## src/rtl/bnn_seq_ctrl_if.sv

```systemverilog
//============================================================================
// Module  : bnn_seq_ctrl_if
// Brief   : Start/done, instruction SRAM and core-issue signals of bnn_seq_ctrl
// Revision: 1.0
//============================================================================
`default_nettype none

interface bnn_seq_ctrl_if #(
  parameter int ADDR_W = 10
);
  logic              start;
  logic              busy;
  logic              done;
  logic              err;
  logic              inst_rd;
  logic [ADDR_W-1:0] inst_addr;
  logic [15:0]       inst_rdata;
  logic              core_valid;
  logic              core_ready;
  logic [4:0]        core_op;
  logic [10:0]       core_arg;

  modport master (
    input  start, inst_rdata, core_ready,
    output busy, done, err, inst_rd, inst_addr, core_valid, core_op, core_arg
  );

  modport slave (
    output start, inst_rdata, core_ready,
    input  busy, done, err, inst_rd, inst_addr, core_valid, core_op, core_arg
  );
endinterface

`default_nettype wire

```

## src/rtl/bnn_seq_ctrl.sv

```systemverilog
//============================================================================
// Module  : bnn_seq_ctrl
// Brief   : BNN instruction sequencer; runs register/branch ops locally and
//           hands core ops to the datapath over valid/ready
// Revision: 1.0
//============================================================================
`default_nettype none

module bnn_seq_ctrl #(
  parameter int ADDR_W = 10,
  parameter int NREG   = 4,
  parameter int DATA_W = 16
) (
  input  wire logic       clk,
  input  wire logic       rst,
  bnn_seq_ctrl_if.master  bus
);

  localparam int IDX_W = (NREG > 1) ? $clog2(NREG) : 1;
  localparam logic [DATA_W-1:0] C_HI_MASK = DATA_W'(32'h0000_FF00);

  localparam logic [4:0] C_OP_NOP  = 5'b00000;
  localparam logic [4:0] C_OP_LDL  = 5'b00001;
  localparam logic [4:0] C_OP_ADDI = 5'b00011;
  localparam logic [4:0] C_OP_CMP  = 5'b00100;
  localparam logic [4:0] C_OP_JMPB = 5'b00101;
  localparam logic [4:0] C_OP_LDH  = 5'b01101;
  localparam logic [4:0] C_OP_HALT = 5'b11111;

  typedef enum logic [2:0] {
    S_IDLE  = 3'd0,
    S_FETCH = 3'd1,
    S_EXEC  = 3'd2,
    S_ISSUE = 3'd3,
    S_FIN   = 3'd4
  } state_t;

  state_t            r_state;
  state_t            w_next;
  logic [ADDR_W-1:0] r_pc;
  logic [15:0]       r_ir;
  logic              r_flag;
  logic              r_err;
  logic [DATA_W-1:0] r_regs [NREG];

  logic [4:0]        w_op;
  logic [2:0]        w_idx;
  logic [7:0]        w_imm;
  logic [IDX_W-1:0]  w_sel;
  logic [DATA_W-1:0] w_cur;
  logic              w_is_core;
  logic              w_reg_op;
  logic              w_known;
  logic              w_illegal;

  // Decode works on the SRAM word directly; ir only keeps it for the issue phase.
  assign w_op  = bus.inst_rdata[15:11];
  assign w_idx = bus.inst_rdata[10:8];
  assign w_imm = bus.inst_rdata[7:0];
  assign w_sel = w_idx[IDX_W-1:0];
  assign w_cur = r_regs[w_sel];

  assign w_is_core = (w_op == 5'b00010) || ((w_op >= 5'b00110) && (w_op <= 5'b01100));
  assign w_reg_op  = (w_op == C_OP_LDL) || (w_op == C_OP_LDH) ||
                     (w_op == C_OP_ADDI) || (w_op == C_OP_CMP);
  assign w_known   = w_is_core || w_reg_op || (w_op == C_OP_NOP) ||
                     (w_op == C_OP_JMPB) || (w_op == C_OP_HALT);
  assign w_illegal = !w_known || (w_reg_op && (32'(w_idx) >= 32'(NREG)));

  always_ff @(posedge clk or posedge rst) begin
    if (rst) begin
      r_state <= S_IDLE;
    end else begin
      r_state <= w_next;
    end
  end

  always_comb begin
    w_next         = r_state;
    bus.busy       = 1'b0;
    bus.done       = 1'b0;
    bus.inst_rd    = 1'b0;
    bus.core_valid = 1'b0;
    bus.core_op    = 5'd0;
    bus.core_arg   = 11'd0;
    case (r_state)
      S_IDLE: begin
        if (bus.start) w_next = S_FETCH;
      end
      S_FETCH: begin
        bus.busy    = 1'b1;
        bus.inst_rd = 1'b1;
        w_next      = S_EXEC;
      end
      S_EXEC: begin
        bus.busy = 1'b1;
        if (w_illegal || (w_op == C_OP_HALT)) w_next = S_FIN;
        else if (w_is_core)                   w_next = S_ISSUE;
        else                                  w_next = S_FETCH;
      end
      S_ISSUE: begin
        bus.busy       = 1'b1;
        bus.core_valid = 1'b1;
        bus.core_op    = r_ir[15:11];
        bus.core_arg   = r_ir[10:0];
        if (bus.core_ready) w_next = S_FETCH;
      end
      S_FIN: begin
        bus.done = 1'b1;
        w_next   = S_IDLE;
      end
      default: w_next = S_IDLE;
    endcase
  end

  assign bus.inst_addr = r_pc;
  assign bus.err       = r_err;

  always_ff @(posedge clk or posedge rst) begin
    if (rst) begin
      r_pc   <= '0;
      r_ir   <= '0;
      r_flag <= 1'b0;
      r_err  <= 1'b0;
      for (int i = 0; i < NREG; i++) r_regs[i] <= '0;
    end else begin
      case (r_state)
        S_IDLE: begin
          if (bus.start) begin
            r_pc   <= '0;
            r_flag <= 1'b0;
            r_err  <= 1'b0;
            for (int i = 0; i < NREG; i++) r_regs[i] <= '0;
          end
        end
        S_EXEC: begin
          r_ir <= bus.inst_rdata;
          if (w_illegal) begin
            r_err <= 1'b1;
          end else begin
            case (w_op)
              C_OP_NOP: r_pc <= r_pc + ADDR_W'(1);
              C_OP_LDL: begin
                r_regs[w_sel] <= {w_cur[DATA_W-1:8], w_imm};
                r_pc          <= r_pc + ADDR_W'(1);
              end
              C_OP_LDH: begin
                r_regs[w_sel] <= (w_cur & ~C_HI_MASK) | (DATA_W'({w_imm, 8'h00}) & C_HI_MASK);
                r_pc          <= r_pc + ADDR_W'(1);
              end
              C_OP_ADDI: begin
                r_regs[w_sel] <= w_cur + {{(DATA_W-8){w_imm[7]}}, w_imm};
                r_pc          <= r_pc + ADDR_W'(1);
              end
              C_OP_CMP: begin
                r_flag <= (w_cur > {{(DATA_W-8){1'b0}}, w_imm});
                r_pc   <= r_pc + ADDR_W'(1);
              end
              C_OP_JMPB: begin
                if (r_flag) r_pc <= r_pc - ADDR_W'(bus.inst_rdata[10:0]);
                else        r_pc <= r_pc + ADDR_W'(1);
              end
              default: ; // HALT and core ops leave pc alone here
            endcase
          end
        end
        S_ISSUE: begin
          if (bus.core_ready) r_pc <= r_pc + ADDR_W'(1);
        end
        default: ;
      endcase
    end
  end

endmodule

`default_nettype wire

```

## src/flat_wrapper.sv

```systemverilog
// flat-port wrapper written by rule: the top's interface ports become plain ports
module bnn_seq_ctrl_flat 
#(
  parameter int ADDR_W = 10,
  parameter int NREG   = 4,
  parameter int DATA_W = 16
)
  (clk, rst, bus_start, bus_inst_rdata, bus_core_ready, bus_busy, bus_done, bus_err, bus_inst_rd, bus_inst_addr, bus_core_valid, bus_core_op, bus_core_arg);
  bnn_seq_ctrl_if #(.ADDR_W(ADDR_W)) bus_i ();
  input  wire logic clk;
  input  wire logic rst;
  input wire logic [$bits(bus_i.start)-1:0] bus_start;
  input wire logic [$bits(bus_i.inst_rdata)-1:0] bus_inst_rdata;
  input wire logic [$bits(bus_i.core_ready)-1:0] bus_core_ready;
  output wire logic [$bits(bus_i.busy)-1:0] bus_busy;
  output wire logic [$bits(bus_i.done)-1:0] bus_done;
  output wire logic [$bits(bus_i.err)-1:0] bus_err;
  output wire logic [$bits(bus_i.inst_rd)-1:0] bus_inst_rd;
  output wire logic [$bits(bus_i.inst_addr)-1:0] bus_inst_addr;
  output wire logic [$bits(bus_i.core_valid)-1:0] bus_core_valid;
  output wire logic [$bits(bus_i.core_op)-1:0] bus_core_op;
  output wire logic [$bits(bus_i.core_arg)-1:0] bus_core_arg;
  assign bus_i.start = bus_start;
  assign bus_i.inst_rdata = bus_inst_rdata;
  assign bus_i.core_ready = bus_core_ready;
  assign bus_busy = bus_i.busy;
  assign bus_done = bus_i.done;
  assign bus_err = bus_i.err;
  assign bus_inst_rd = bus_i.inst_rd;
  assign bus_inst_addr = bus_i.inst_addr;
  assign bus_core_valid = bus_i.core_valid;
  assign bus_core_op = bus_i.core_op;
  assign bus_core_arg = bus_i.core_arg;
  bnn_seq_ctrl #(.ADDR_W(ADDR_W), .NREG(NREG), .DATA_W(DATA_W)) u_core (.clk(clk), .rst(rst), .bus(bus_i));
endmodule
```

## config.mk

```make
export PLATFORM = sky130hd
export DESIGN_NAME = bnn_seq_ctrl_flat
export DESIGN_NICKNAME = d
export VERILOG_FILES = /design/src/rtl/bnn_seq_ctrl_if.sv /design/src/rtl/bnn_seq_ctrl.sv /design/src/flat_wrapper.sv
export SDC_FILE = /design/constraint.sdc
export NUM_CORES = 1
export LEC_CHECK = 0
export ABC_AREA = 1
export CORE_MARGIN = 1
export CORE_UTILIZATION = 40
export DETAILED_ROUTE_END_ITERATION = 12
export GPL_ROUTABILITY_DRIVEN = 0
export REMOVE_ABC_BUFFERS = 1
export SETUP_SLACK_MARGIN = 0.1
export SLEW_MARGIN = 10
export SYNTH_ARGS = -nofsm -noshare
export SYNTH_HDL_FRONTEND = slang
export SYNTH_SLANG_ARGS = --single-unit
```

## constraint.sdc

```tcl
create_clock -name clk -period 3.35 [get_ports clk]
set_clock_uncertainty 0.1 [all_clocks]
set_input_delay 1.005 -clock clk [delete_from_list [all_inputs] [get_ports clk]]
set_output_delay 1.005 -clock clk [all_outputs]
set_load 0.01 [all_outputs]
```

==> reports/qor.csv, run 1 <==
metric,value,unit
largest net degree at the start of global routing,41,
diode count,0,
Synth area leaders,"dfrtp_1, nand2_1, nand3_1, o21ai_0, nor2_1",
WP data required,3.50,ns
Worst path depth,18,
I/O pin total,51,
Initial Util,41.2,%
CP Class,in2reg,
post-synthesis async set-or-reset flop share,100,%
routed length per instance,18.1,um
post-synthesis cell count,1427,
first-pass GRT wire length,52200,um
max-cap violations,0,
endpoints failing setup,0,
Seq cells post-synth,95,
slew margin rel.,61.4,%
mapped cell area,8780,um2
buffer depth of the longest clock path,2,
post-route ant nets,0,
die area,22500,um2
post-DR vias/cell,5.52,
hold_ws,0.384,ns
residual DRC count,0,
fin crit period,3.16,ns
crit end category,flip-flop,
crit-path cells,clkdlybuf4s50_1 -> clkinv_1 -> ha_4 -> inv_2 -> buf_4 -> nand2_1 -> nand2_1 -> buf_4 -> nand2_1 -> nand2_2 -> inv_2 -> nand2_1 -> nand2_2 -> nand3_1 -> nand3_1 -> nand3_1 -> nand3_1 -> o21ai_1,
largest area contributor in the netlist,dfrtp_1,
register area share after synthesis,27.1,%
critical path's slowest cell,clkdlybuf4s50_1,
gr ovfl total,0,
Core Region,21300,um2
Critical Path Start Type,primary input,
RSZ-0062 raised after global routing,true,
final max-slew violation count,0,
Critical Path Fanout Max,4,
synth cell count leaders,"nand2_1, nor2_1, nand3_1, inv_1, o21ai_0",
port bufs,50,
hold depth,2,
most used flip-flop cell after synthesis,dfrtp_1,
top cell type's share of synthesized area,27.1,%
number of vias in the routed layout,10272,
CP peak stage delay,0.55,ns
power density cells,560,nW/um2
drt pass-1 iters,6,
Detailed Route Iter0 Violations,970,
maximum clock frequency,317,MHz
CTS Hold Buffers Added,0,
layout cells sized above 1,19.4,%
die height,150,um
period utilization,94.2,%
Row Count,53,
"Avg Cell Area, Syn",6.15,um2
pre-CTS setup slack,-0.926,ns
family with the most delay on the worst path,buffers and inverters,
top-count cell post-synth,nand2_1,
final hold vios,0,
WL final,33700,um
Yosys cell types,48,
final worst slack,0.194,ns
status,finished clean,
number of antenna violations at the first check in global routing,0,
YS warnings,0,
number of fill cells,2114,
register area,2380,um2
vias in the first global route,9353,
Multi-input gate area,5920,um2
maximum VDD drop,0.532,mV
htree depth,3,
Hold/Removal Path Class,reg2reg,
Post-synth EDFFs,0,
clock-pin slew on the worst setup and hold paths,0.07,ns
Root Driver,clkbuf_16,
arrival time worst endpoint,3.31,ns
Overall Global Routing Usage,30.6,%
clk sinks,95,
Util after Layout,53.6,%
CTS buffer count,9,
worst slew pin tran,0.573,ns
buffers and inverters on the worst path,6,
Total Nets Final,1635,
Area Growth Syn to Fin,30.0,%
LEAKAGE,5.24,nW
FF-to-FF setup slack,0.72,ns
Reg2Reg Depth,19,
Die W,150,um
dpl hpwl,23400,um
clock latency on the worst-skew pair,0.36,ns
CTS tree,done,
[flip-flops by register name, summed over array words and instances (netlist names)]
name                  count
u_core.bus.inst_addr     10
u_core.r_regs            64
u_core.r_ir              16
u_core.bus.err            1
u_core.r_state            3
u_core.r_flag             1
[cells in the final DEF (no fill, tap or decap), types with 4 or more instances in the layout]
cell type and n:
nand3_1 138, o22ai_1 4, buf_12 10, o21bai_1 4, o22ai_2 4, o21ai_1 43
nand4_1 14, a21oi_1 48, ha_4 10, nor2_4 7, a21oi_2 9, nor2_2 9
o21ai_0 103, ha_1 21, nand2_4 5, inv_1 131, clkdlybuf4s50_1 46, nand2_2 27
nor3_1 6, nand3_2 7, buf_4 142, dfrtp_1 95, inv_2 20, clkbuf_16 10
inv_6 4, o21ai_2 6, buf_6 7, a211oi_1 22, o211ai_1 36, nand2_1 386
xor2_1 8, nor2_1 146
[per-layer routing]
layer,wire length [um],track usage (%),vias to the layer above
met5,0,0,-
met4,1140,11.5,0
met3,3050,6.33,78
met2,14800,47.1,469
met1,14700,42.0,4712
li1,-,-,5013
[where the power goes]
group	switching, mW	internal, mW	leakage [nW]
sequential	0.193	1.43	1.29
clock	0.531	0.521	0.143
combinational	2.35	1.36	3.80
total	3.08	3.31	5.24
[worst register-to-register path, cell delays in order (launching register included)]
cell      delay (ns)
dfrtp_1         0.35
inv_1           0.07
o21ai_1         0.12
nand2_1         0.08
nand2_2         0.11
ha_4            0.15
inv_1           0.05
fa_2            0.35
buf_4           0.15
nor3_2          0.21
buf_4           0.16
o21bai_4        0.05
nand2_1         0.06
nand2_1         0.06
nand2_2         0.13
nand2_1         0.06
nand2_1         0.08
nand2_1         0.05
nand3_1         0.07
nand2_1         0.05
[cell families (layout without fill, tap and decap cells)]
group           after synthesis  count (layout)  synth area share (%)
fa+ha+maj                    35              35                  5.16
compound gates              298             298                  19.4
xor+xnor                     10              10                 0.998
flops                        95              95                  27.1
buf+inv                     227             385                  10.4
simple gates                762             762                  36.9
[worst paths after layout]
path                                   start                 to
setup / recovery           bus_inst_rdata[5]   u_core.r_regs[8]
hold / removal             u_core.r_regs[40]  u_core.r_regs[40]
setup reg to reg           u_core.r_regs[48]  u_core.r_regs[46]
hold reg to reg            u_core.r_regs[40]  u_core.r_regs[40]
max in group asynchronous                rst  u_core.r_regs[26]
min in group asynchronous                rst  u_core.r_regs[33]
[final cells by class]
class                      count  area share (%)
clock buffer                   9            1.97
clock inverter                 7           0.526
inverter                     159            5.36
multi-input combinational   1105            51.9
sequential                    95            20.8
tap                          275            3.02
timing repair buffer         210            16.4
[stage by stage]
step	cell area [um2]	std cells	TNS, ns	total power [mW]
CTS	11000	1855	0	6.17
global route	11400	1860	0	6.81
floorplan	8460	1359	-48.79	3.38
global placement	10500	1827	-42.20	5.02
detailed placement	10500	1827	-43.17	5.04
finish	11400	1860	0	6.39
[what timing repair did]
item | in CTS | in global routing
pin swaps | 7 | 35
endpoints found under the setup margin | 62 | 65
resized for setup | 43 | 106
gates cloned | 1 | 1
setup buffers | 11 | 4
(Power assumes the default switching activity.)
==> run 2, diff against run 1 <==
--- a/config.mk
+++ b/config.mk
@@ -10,6 +10,7 @@
 export CORE_UTILIZATION = 40
 export DETAILED_ROUTE_END_ITERATION = 12
 export GPL_ROUTABILITY_DRIVEN = 0
+export GPL_TIMING_DRIVEN = 1
 export REMOVE_ABC_BUFFERS = 1
 export SETUP_SLACK_MARGIN = 0.1
 export SLEW_MARGIN = 10
==> results of run 2 <==
No change in the layout: final DEF, timing and power equal those of run 1.
